==> src/rtl/pio_reg_mem_if.sv <==
// PIO strobe bus between the PIO decoder (master) and a register slave.
// Strobes, address and write data flow down; ack, read data and error flow back.
interface pio_reg_mem_if #(
    parameter int DW = 32,
    parameter int AW = 4
);
    logic          reg_rd;
    logic          reg_wr;
    logic          reg_ms;
    logic [AW-1:0] reg_addr;
    logic [DW-1:0] reg_wdata;
    logic          mem_ack;
    logic [DW-1:0] mem_rdata;
    logic          mem_err;

    modport master (
        output reg_rd, reg_wr, reg_ms, reg_addr, reg_wdata,
        input  mem_ack, mem_rdata, mem_err
    );

    modport slave (
        input  reg_rd, reg_wr, reg_ms, reg_addr, reg_wdata,
        output mem_ack, mem_rdata, mem_err
    );
endinterface

==> src/rtl/pio_reg_mem.sv <==
// Parametrised PIO slave register file with clk_div-aligned, wait-stated acks.
// Register contents are exported flat on reg_q, register i at [i*DW +: DW].
module pio_reg_mem #(
    parameter int            DW          = 32,
    parameter int            DEPTH       = 16,
    parameter int            AW          = 4,
    parameter int            WAIT_STATES = 0,
    parameter logic [DW-1:0] RST_VAL     = '0
) (
    input  logic                clk,
    input  logic                rst,
    input  logic                clk_div,
    pio_reg_mem_if.slave        bus,
    output logic [DEPTH*DW-1:0] reg_q
);
    // Index width into the register array; the full address is only used
    // for the range check so that oversized address spaces flag an error.
    localparam int            IW       = (DEPTH > 1) ? $clog2(DEPTH) : 1;
    localparam logic [AW:0]   LIMIT    = DEPTH[AW:0];
    localparam logic [3:0]    CNT_INIT = 4'(WAIT_STATES);

    typedef enum logic [1:0] {
        S_IDLE,
        S_WAIT,
        S_ACK
    } state_t;

    state_t        state;
    logic [3:0]    cnt;
    logic [AW-1:0] lat_addr;
    logic [DW-1:0] lat_wdata;
    logic          lat_wr;
    logic          lat_both;
    logic [DW-1:0] regs [DEPTH];

    logic          start;
    logic          in_range;
    logic [IW-1:0] idx;

    assign start    = bus.reg_ms & (bus.reg_rd | bus.reg_wr);
    assign in_range = ({1'b0, lat_addr} < LIMIT);
    assign idx      = lat_addr[IW-1:0];

    // Access sequencer: accept, count clk_div ticks, perform access with ack rise.
    always_ff @(posedge clk) begin
        if (rst) begin
            state         <= S_IDLE;
            cnt           <= '0;
            lat_addr      <= '0;
            lat_wdata     <= '0;
            lat_wr        <= 1'b0;
            lat_both      <= 1'b0;
            bus.mem_ack   <= 1'b0;
            bus.mem_rdata <= '0;
            bus.mem_err   <= 1'b0;
            for (int i = 0; i < DEPTH; i++) begin
                regs[i] <= RST_VAL;
            end
        end else begin
            unique case (state)
                S_IDLE: begin
                    // The accept cycle never counts as a tick, even with clk_div=1.
                    if (start) begin
                        lat_addr  <= bus.reg_addr;
                        lat_wdata <= bus.reg_wdata;
                        lat_wr    <= bus.reg_wr;
                        lat_both  <= bus.reg_rd & bus.reg_wr;
                        cnt       <= CNT_INIT;
                        state     <= S_WAIT;
                    end
                end
                S_WAIT: begin
                    if (clk_div) begin
                        if (cnt == '0) begin
                            // Simultaneous rd+wr resolves to a write.
                            if (lat_wr) begin
                                if (in_range) begin
                                    regs[idx] <= lat_wdata;
                                end
                            end else begin
                                bus.mem_rdata <= in_range ? regs[idx] : '0;
                            end
                            bus.mem_err <= lat_both | ~in_range;
                            bus.mem_ack <= 1'b1;
                            state       <= S_ACK;
                        end else begin
                            cnt <= cnt - 4'd1;
                        end
                    end
                end
                S_ACK: begin
                    // Ack spans exactly one clk_div period; rdata stays held.
                    if (clk_div) begin
                        bus.mem_ack <= 1'b0;
                        bus.mem_err <= 1'b0;
                        state       <= S_IDLE;
                    end
                end
                default: begin
                    state <= S_IDLE;
                end
            endcase
        end
    end

    // Flat export of the register array to the owning block.
    for (genvar i = 0; i < DEPTH; i++) begin : g_q
        assign reg_q[i*DW +: DW] = regs[i];
    end
endmodule

==> src/flat_wrapper.sv <==
// flat-port wrapper written by rule: the top's interface ports become plain ports
module pio_reg_mem_flat 
#(
    parameter int            DW          = 32,
    parameter int            DEPTH       = 16,
    parameter int            AW          = 4,
    parameter int            WAIT_STATES = 0,
    parameter logic [DW-1:0] RST_VAL     = '0
)
  (clk, rst, clk_div, reg_q, bus_reg_rd, bus_reg_wr, bus_reg_ms, bus_reg_addr, bus_reg_wdata, bus_mem_ack, bus_mem_rdata, bus_mem_err);
  pio_reg_mem_if #(.DW(DW), .AW(AW)) bus_i ();
  input  logic clk;
  input  logic rst;
  input  logic clk_div;
  output logic [DEPTH*DW-1:0] reg_q;
  input wire logic [$bits(bus_i.reg_rd)-1:0] bus_reg_rd;
  input wire logic [$bits(bus_i.reg_wr)-1:0] bus_reg_wr;
  input wire logic [$bits(bus_i.reg_ms)-1:0] bus_reg_ms;
  input wire logic [$bits(bus_i.reg_addr)-1:0] bus_reg_addr;
  input wire logic [$bits(bus_i.reg_wdata)-1:0] bus_reg_wdata;
  output wire logic [$bits(bus_i.mem_ack)-1:0] bus_mem_ack;
  output wire logic [$bits(bus_i.mem_rdata)-1:0] bus_mem_rdata;
  output wire logic [$bits(bus_i.mem_err)-1:0] bus_mem_err;
  assign bus_i.reg_rd = bus_reg_rd;
  assign bus_i.reg_wr = bus_reg_wr;
  assign bus_i.reg_ms = bus_reg_ms;
  assign bus_i.reg_addr = bus_reg_addr;
  assign bus_i.reg_wdata = bus_reg_wdata;
  assign bus_mem_ack = bus_i.mem_ack;
  assign bus_mem_rdata = bus_i.mem_rdata;
  assign bus_mem_err = bus_i.mem_err;
  pio_reg_mem #(.DW(DW), .DEPTH(DEPTH), .AW(AW), .WAIT_STATES(WAIT_STATES), .RST_VAL(RST_VAL)) u_core (.clk(clk), .rst(rst), .clk_div(clk_div), .bus(bus_i), .reg_q(reg_q));
endmodule
==> config.mk <==
export PLATFORM = sky130hd
export DESIGN_NAME = pio_reg_mem_flat
export DESIGN_NICKNAME = d
export VERILOG_FILES = /design/src/rtl/pio_reg_mem_if.sv /design/src/rtl/pio_reg_mem.sv /design/src/flat_wrapper.sv
export SDC_FILE = /design/constraint.sdc
export NUM_CORES = 1
export LEC_CHECK = 0
export ABC_AREA = 1
export CAP_MARGIN = 20
export CORE_UTILIZATION = 46
export DETAILED_ROUTE_END_ITERATION = 12
export PLACE_DENSITY = 0.77
export RECOVER_POWER = 50
export SYNTH_ARGS = -nofsm -noshare
export SYNTH_HDL_FRONTEND = slang
export SYNTH_SLANG_ARGS = --single-unit
export TNS_END_PERCENT = 30
==> constraint.sdc <==
create_clock -name clk -period 2.7 [get_ports clk]
set_input_delay 0.27 -clock clk [delete_from_list [all_inputs] [get_ports clk]]
set_output_delay 0.27 -clock clk [all_outputs]
set_load 0.02 [all_outputs]
### Word level (Yosys, flattened, before mapping)

Memory sizes are Yosys's and may differ from the RTL's. A register that Yosys moved wholly into a read port is not among the register bits.
Index checks and enable logic that the tools add are counted.

| storage, ports and cells | value |
|---|---|
| memories kept | 1 |
| logic and storage cells | 58 |
| bits in writable memories | 512 |
| bits of input ports | 42 |
| bits in registers | 46 |
| output and inout port bits | 546 |

Memories:

| name | words | width | rd ports | clocked after memory_dff | wr ports | RTL line | source |
|---|---|---|---|---|---|---|---|
| u_core.regs | 16 | 32 | 17 | 1 | 16 | pio_reg_mem.sv:34 | `logic [DW-1:0] regs [DEPTH];` |

| cells by class | value |
|---|---|
| add/subtract/negate cells | 1 |
| bitwise gates (word level) | 4 |
| equality and inequality tests | 7 |
| multiplexer cells | 27 |
| reductions and logical operators | 10 |

Operators by type and width:

| cell | number |
|---|---|
| 32-bit 2-to-1 mux | 1 |
| 32-bit OR reduction | 1 |
| 4-bit 2-to-1 mux | 4 |
| 4-bit AND reduction | 4 |
| 1-bit 2-to-1 mux | 14 |
| 2-bit 2-to-1 mux | 4 |
| 4-bit one-hot mux with 2 select lines | 1 |
| 2-bit inequality test (second input constant) | 3 |
| 2-bit one-hot mux with 3 select lines | 1 |
| 4-bit logical NOT | 1 |
| 2-bit by 1-bit inequality test with 1-bit output (second input constant) | 2 |
| 1-bit one-hot mux with 2 select lines | 2 |
| 2-bit nonzero test | 2 |
| 4-bit by 1-bit subtractor with 4-bit output (second input constant) | 1 |
| 1-bit bitwise AND | 2 |
| 2-bit by 1-bit equality test with 1-bit output (second input constant) | 1 |
| 2-bit equality test (second input constant) | 1 |
| 2-bit logical NOT | 1 |
| 2-bit AND reduction | 1 |
| 1-bit inverter | 1 |
| 1-bit bitwise OR | 1 |

### Logic depth before layout (Yosys ltp)

| depth | value |
|---|---|
| depth after elaboration | 8 |
| depth in mapped cells | 12 |
| mapped depth without buffers | 9 |

### Least setup slack after synthesis

No wires, ideal clock.

| timing path | value |
|---|---|
| path kind | flip-flop to flip-flop |
| from | register u_core.cnt[0] |
| to | memory u_core.regs[4][0] (enable) |
| period minus slack after synthesis | 2539 ps |
| buffers on the path | 2 |
| cell stages (with the launch flop) | 10 |
| required time | 2311 ps |
| arrival time | 2150 ps |
| setup time | 389 ps |
| setup slack | 161 ps |
| cell sequence | dfxtp_1 -> inv_1 -> ha_1 -> nand3_1 -> nor2_2 -> nand4_2 -> or2_1 -> clkbuf_1 -> buf_2 -> nand2_1 |

RTL lines:

| item | RTL line | source |
|---|---|---|
| from (decl) | pio_reg_mem.sv:29 | `logic [3:0] cnt;` |
| from (signal assigned) | pio_reg_mem.sv:87 | `cnt <= cnt - 4'd1;` |
| to (decl) | pio_reg_mem.sv:34 |  |

==> results <==
-- sequential cells by signal, indices dropped and copies added (netlist names) --
register / flops
u_core.bus.mem_err: 1
u_core.state: 2
u_core.lat_both: 1
u_core.bus.mem_ack: 1
u_core.bus.mem_rdata: 32
u_core.lat_wr: 1
u_core.idx: 4
u_core.cnt: 4
u_core.regs: 512
u_core.lat_wdata: 32
-- power by group --
part	switching (W)	internal, W
Sequential	0.000309	0.0102
Combinational	0.00223	0.000911
Clock	0.00362	0.00480
Total	0.00616	0.0160
-- area by class of cell --
type	instances	area, sq um	area share (%)
well taps	748	936	2.70
clock buffers	86	1710	4.94
diodes	2	5.00	0.0144
clock inverters	29	260	0.751
inverters	51	205	0.592
repair buffers	645	6560	18.9
flip-flops and latches	590	16900	48.9
multi-input cells	1995	8030	23.2
-- cell families (layout without fill, tap and decap cells) --
group	Yosys count	count (layout)	synth area share, %
flops	590	590	65.2
xor+xnor	1	1	0.0337
buf+inv	260	811	4.12
simple gates	1878	1878	28.4
fa+ha+maj	2	2	0.0962
compound gates	114	114	2.19
other cells	0	2	0
-- stage by stage --
step	util, %	worst slack (ns)
after floorplan	-	0.161
after global placement	59.1	0.284
after detailed placement	59.1	0.281
after CTS	62.6	0.385
after global routing	62.5	0.174
final	62.5	0.294
-- how the worst max path moves through the flow --
stage | start | endpoint | slack [ns] | depth (start not counted)
after global routing | u_core.cnt[0]$_SDFFE_PP0P_ | u_core.regs[8][18]$_SDFFCE_PN0P_ | 0.17 | 9
after global placement | rst | u_core.regs[8][9]$_SDFFCE_PN0P_ | 0.28 | 7
after floorplan | u_core.cnt[0]$_SDFFE_PP0P_ | u_core.regs[4][0]$_SDFFCE_PN0P_ | 0.16 | 9
final | u_core.cnt[0]$_SDFFE_PP0P_ | u_core.regs[6][10]$_SDFFCE_PN0P_ | 0.29 | 9
after CTS | u_core.cnt[0]$_SDFFE_PP0P_ | u_core.regs[8][15]$_SDFFCE_PN0P_ | 0.38 | 9
after detailed placement | rst | u_core.regs[8][15]$_SDFFCE_PN0P_ | 0.28 | 7
-- cells in the final DEF (no fill, tap or decap), types with 5 or more instances in the layout --
| master | n |
|---|---|
| clkbuf_2 | 5 |
| nor2_1 | 589 |
| clkinv_2 | 10 |
| clkbuf_16 | 63 |
| a21oi_1 | 43 |
| nand4_1 | 35 |
| edfxtp_1 | 512 |
| buf_4 | 26 |
| o21ai_0 | 71 |
| nand2_1 | 1065 |
| clkdlybuf4s50_1 | 41 |
| clkbuf_8 | 5 |
| nand2_2 | 10 |
| clkinv_1 | 41 |
| dfxtp_1 | 76 |
| inv_1 | 14 |
| dlygate4sd3_1 | 546 |
| clkbuf_1 | 20 |
| buf_12 | 22 |
| nand3_1 | 172 |
-- layer usage --
layer / part of all wire [%] / GRT usage, %
met5: 0.054 / 0
met1: 34 / 42.3
met3: 12 / 6.63
met2: 49 / 59.0
met4: 5.1 / 16.5
-- critical path, stage by stage (launching register included) --
cell and delay (ns):
dfxtp_1 0.31, inv_1 0.13, ha_1 0.16, nand3_1 0.09
nor2_1 0.16, nand4_2 0.24, nor2_1 0.20, nand2_1 0.10
clkbuf_2 0.53, nor2_1 0.29
==> flow_summary.toml <==
[route]
drc = 0
vias_per_cell = 5.61
first_iter_violations = 3172
num_vias = 23239
routed_wl_mm = 101
dr.pass1.iters = 6
antenna_left = 0
wl_per_cell_um = 24.4

[cells_and_area]
drive_above_1_share_pct = 4.89
final_cell_area_sq_um = 34700
fill_cells = 4531
stdcell_count = 4146
layout.nets = 3388
areaGrowthSynthToFinish_pct = 33.3

[place]
port_buffers = 587
gp_congestion = 0.994
dp.cells = 4029
hpwl_mm = 70.1
postPlaceCellArea_sq_um = 32700

[floorplan]
fp.dieW_um = 240
initial_core_util_pct = 46.9
die_h_um = 240
rows = 86
fp.coreArea_sq_um = 55400
pin_count = 588
die_area_sq_um = 57500

[global_route]
grt_pass1_vias = 21525
grt_max_degree = 107
grt_pass1_wl_mm = 144
antenna_found_initial = 6
grt-ovfl-total = 0
grt_usage_pct = 34.6

[power]
max-vdd-ir-drop_mv = 0.576
power_density_nw_per_um2 = 638
leakagePower_nw = 14.3
finalPower_w = 0.0221

[yosys]
yosysWarnings = 0
yosysTopAreaCellShare_pct = 59.1
synth-seq-cells = 590
ys_types = 21
yosysMostFrequentCell = "nand2_1"
synthFlopType = "edfxtp_1"
synth_top_area_cell = "edfxtp_1"
synth_nets = 2889
synth_edf_count = 512
synth.top_cells.by_count = "1074 x nand2_1, 587 x nor2_1, 512 x edfxtp_1"
synthArstFlopShare_pct = 0
syn_avg_cell_area_sq_um = 9.14
syn_inst = 2845
yosys-top-cells-area = "edfxtp_1 59%, nand2_1 16%, nor2_1 8.5%"
synth_area_sq_um = 26000
ys_seq_area_share_pct = 65.2

[worst_hold_path]
min_path_cells = 3
hold_path_end = "u_core.lat_both$_SDFFE_PP0P_"
min_from = "bus_reg_rd"
hp-class = "in -> reg"

[timing]
skew_ns = 0.0194
worst_pin_slew_ns = 0.929
min_period_ns = 2.41
whs_ns = 0.226
final.setup.tns_ns = 0
finalMaxSlewViolations = 0
hold_violations = 0
rsz0062_at_grt = "no"
max_freq_mhz = 416
setup_violations = 0
max-slew-margin-rel_pct = 38.0
finalCritPeriodShare_pct = 89.1

[clock_tree]
ctsResizeCount = 0
h-tree-depth = 2
clkLatencyLatePin_ns = 0.63
clock_path_buffers = 3
cts.sinks = 590
cts_tree = "done"
clk_pin_slew_ns = 0.06
cts-root-buf = "clkbuf_16"
cts-hold-fix-buffers = 0
cts_setup_buffers = 0
cts_buffers = 61

[setup_path]
ff2ff_path_depth = 9
ff2ff_setup_slack_ns = 0.29
crit_required_ns = 3.16
cp_max_fo = 32
critPathArrivalTime_ns = 2.86
r2r_start = "u_core.cnt[0]$_SDFFE_PP0P_"
r2r-end = "u_core.regs[6][10]$_SDFFCE_PN0P_"
cp-end-kind = "flip-flop"
path_class = "reg -> reg"
cp-start-kind = "flip-flop"

[run_status]
status = "complete, no violations"

[flow_run]
max_cap_viol_count = 0
No activity file was read; power rests on OpenSTA's default activity.
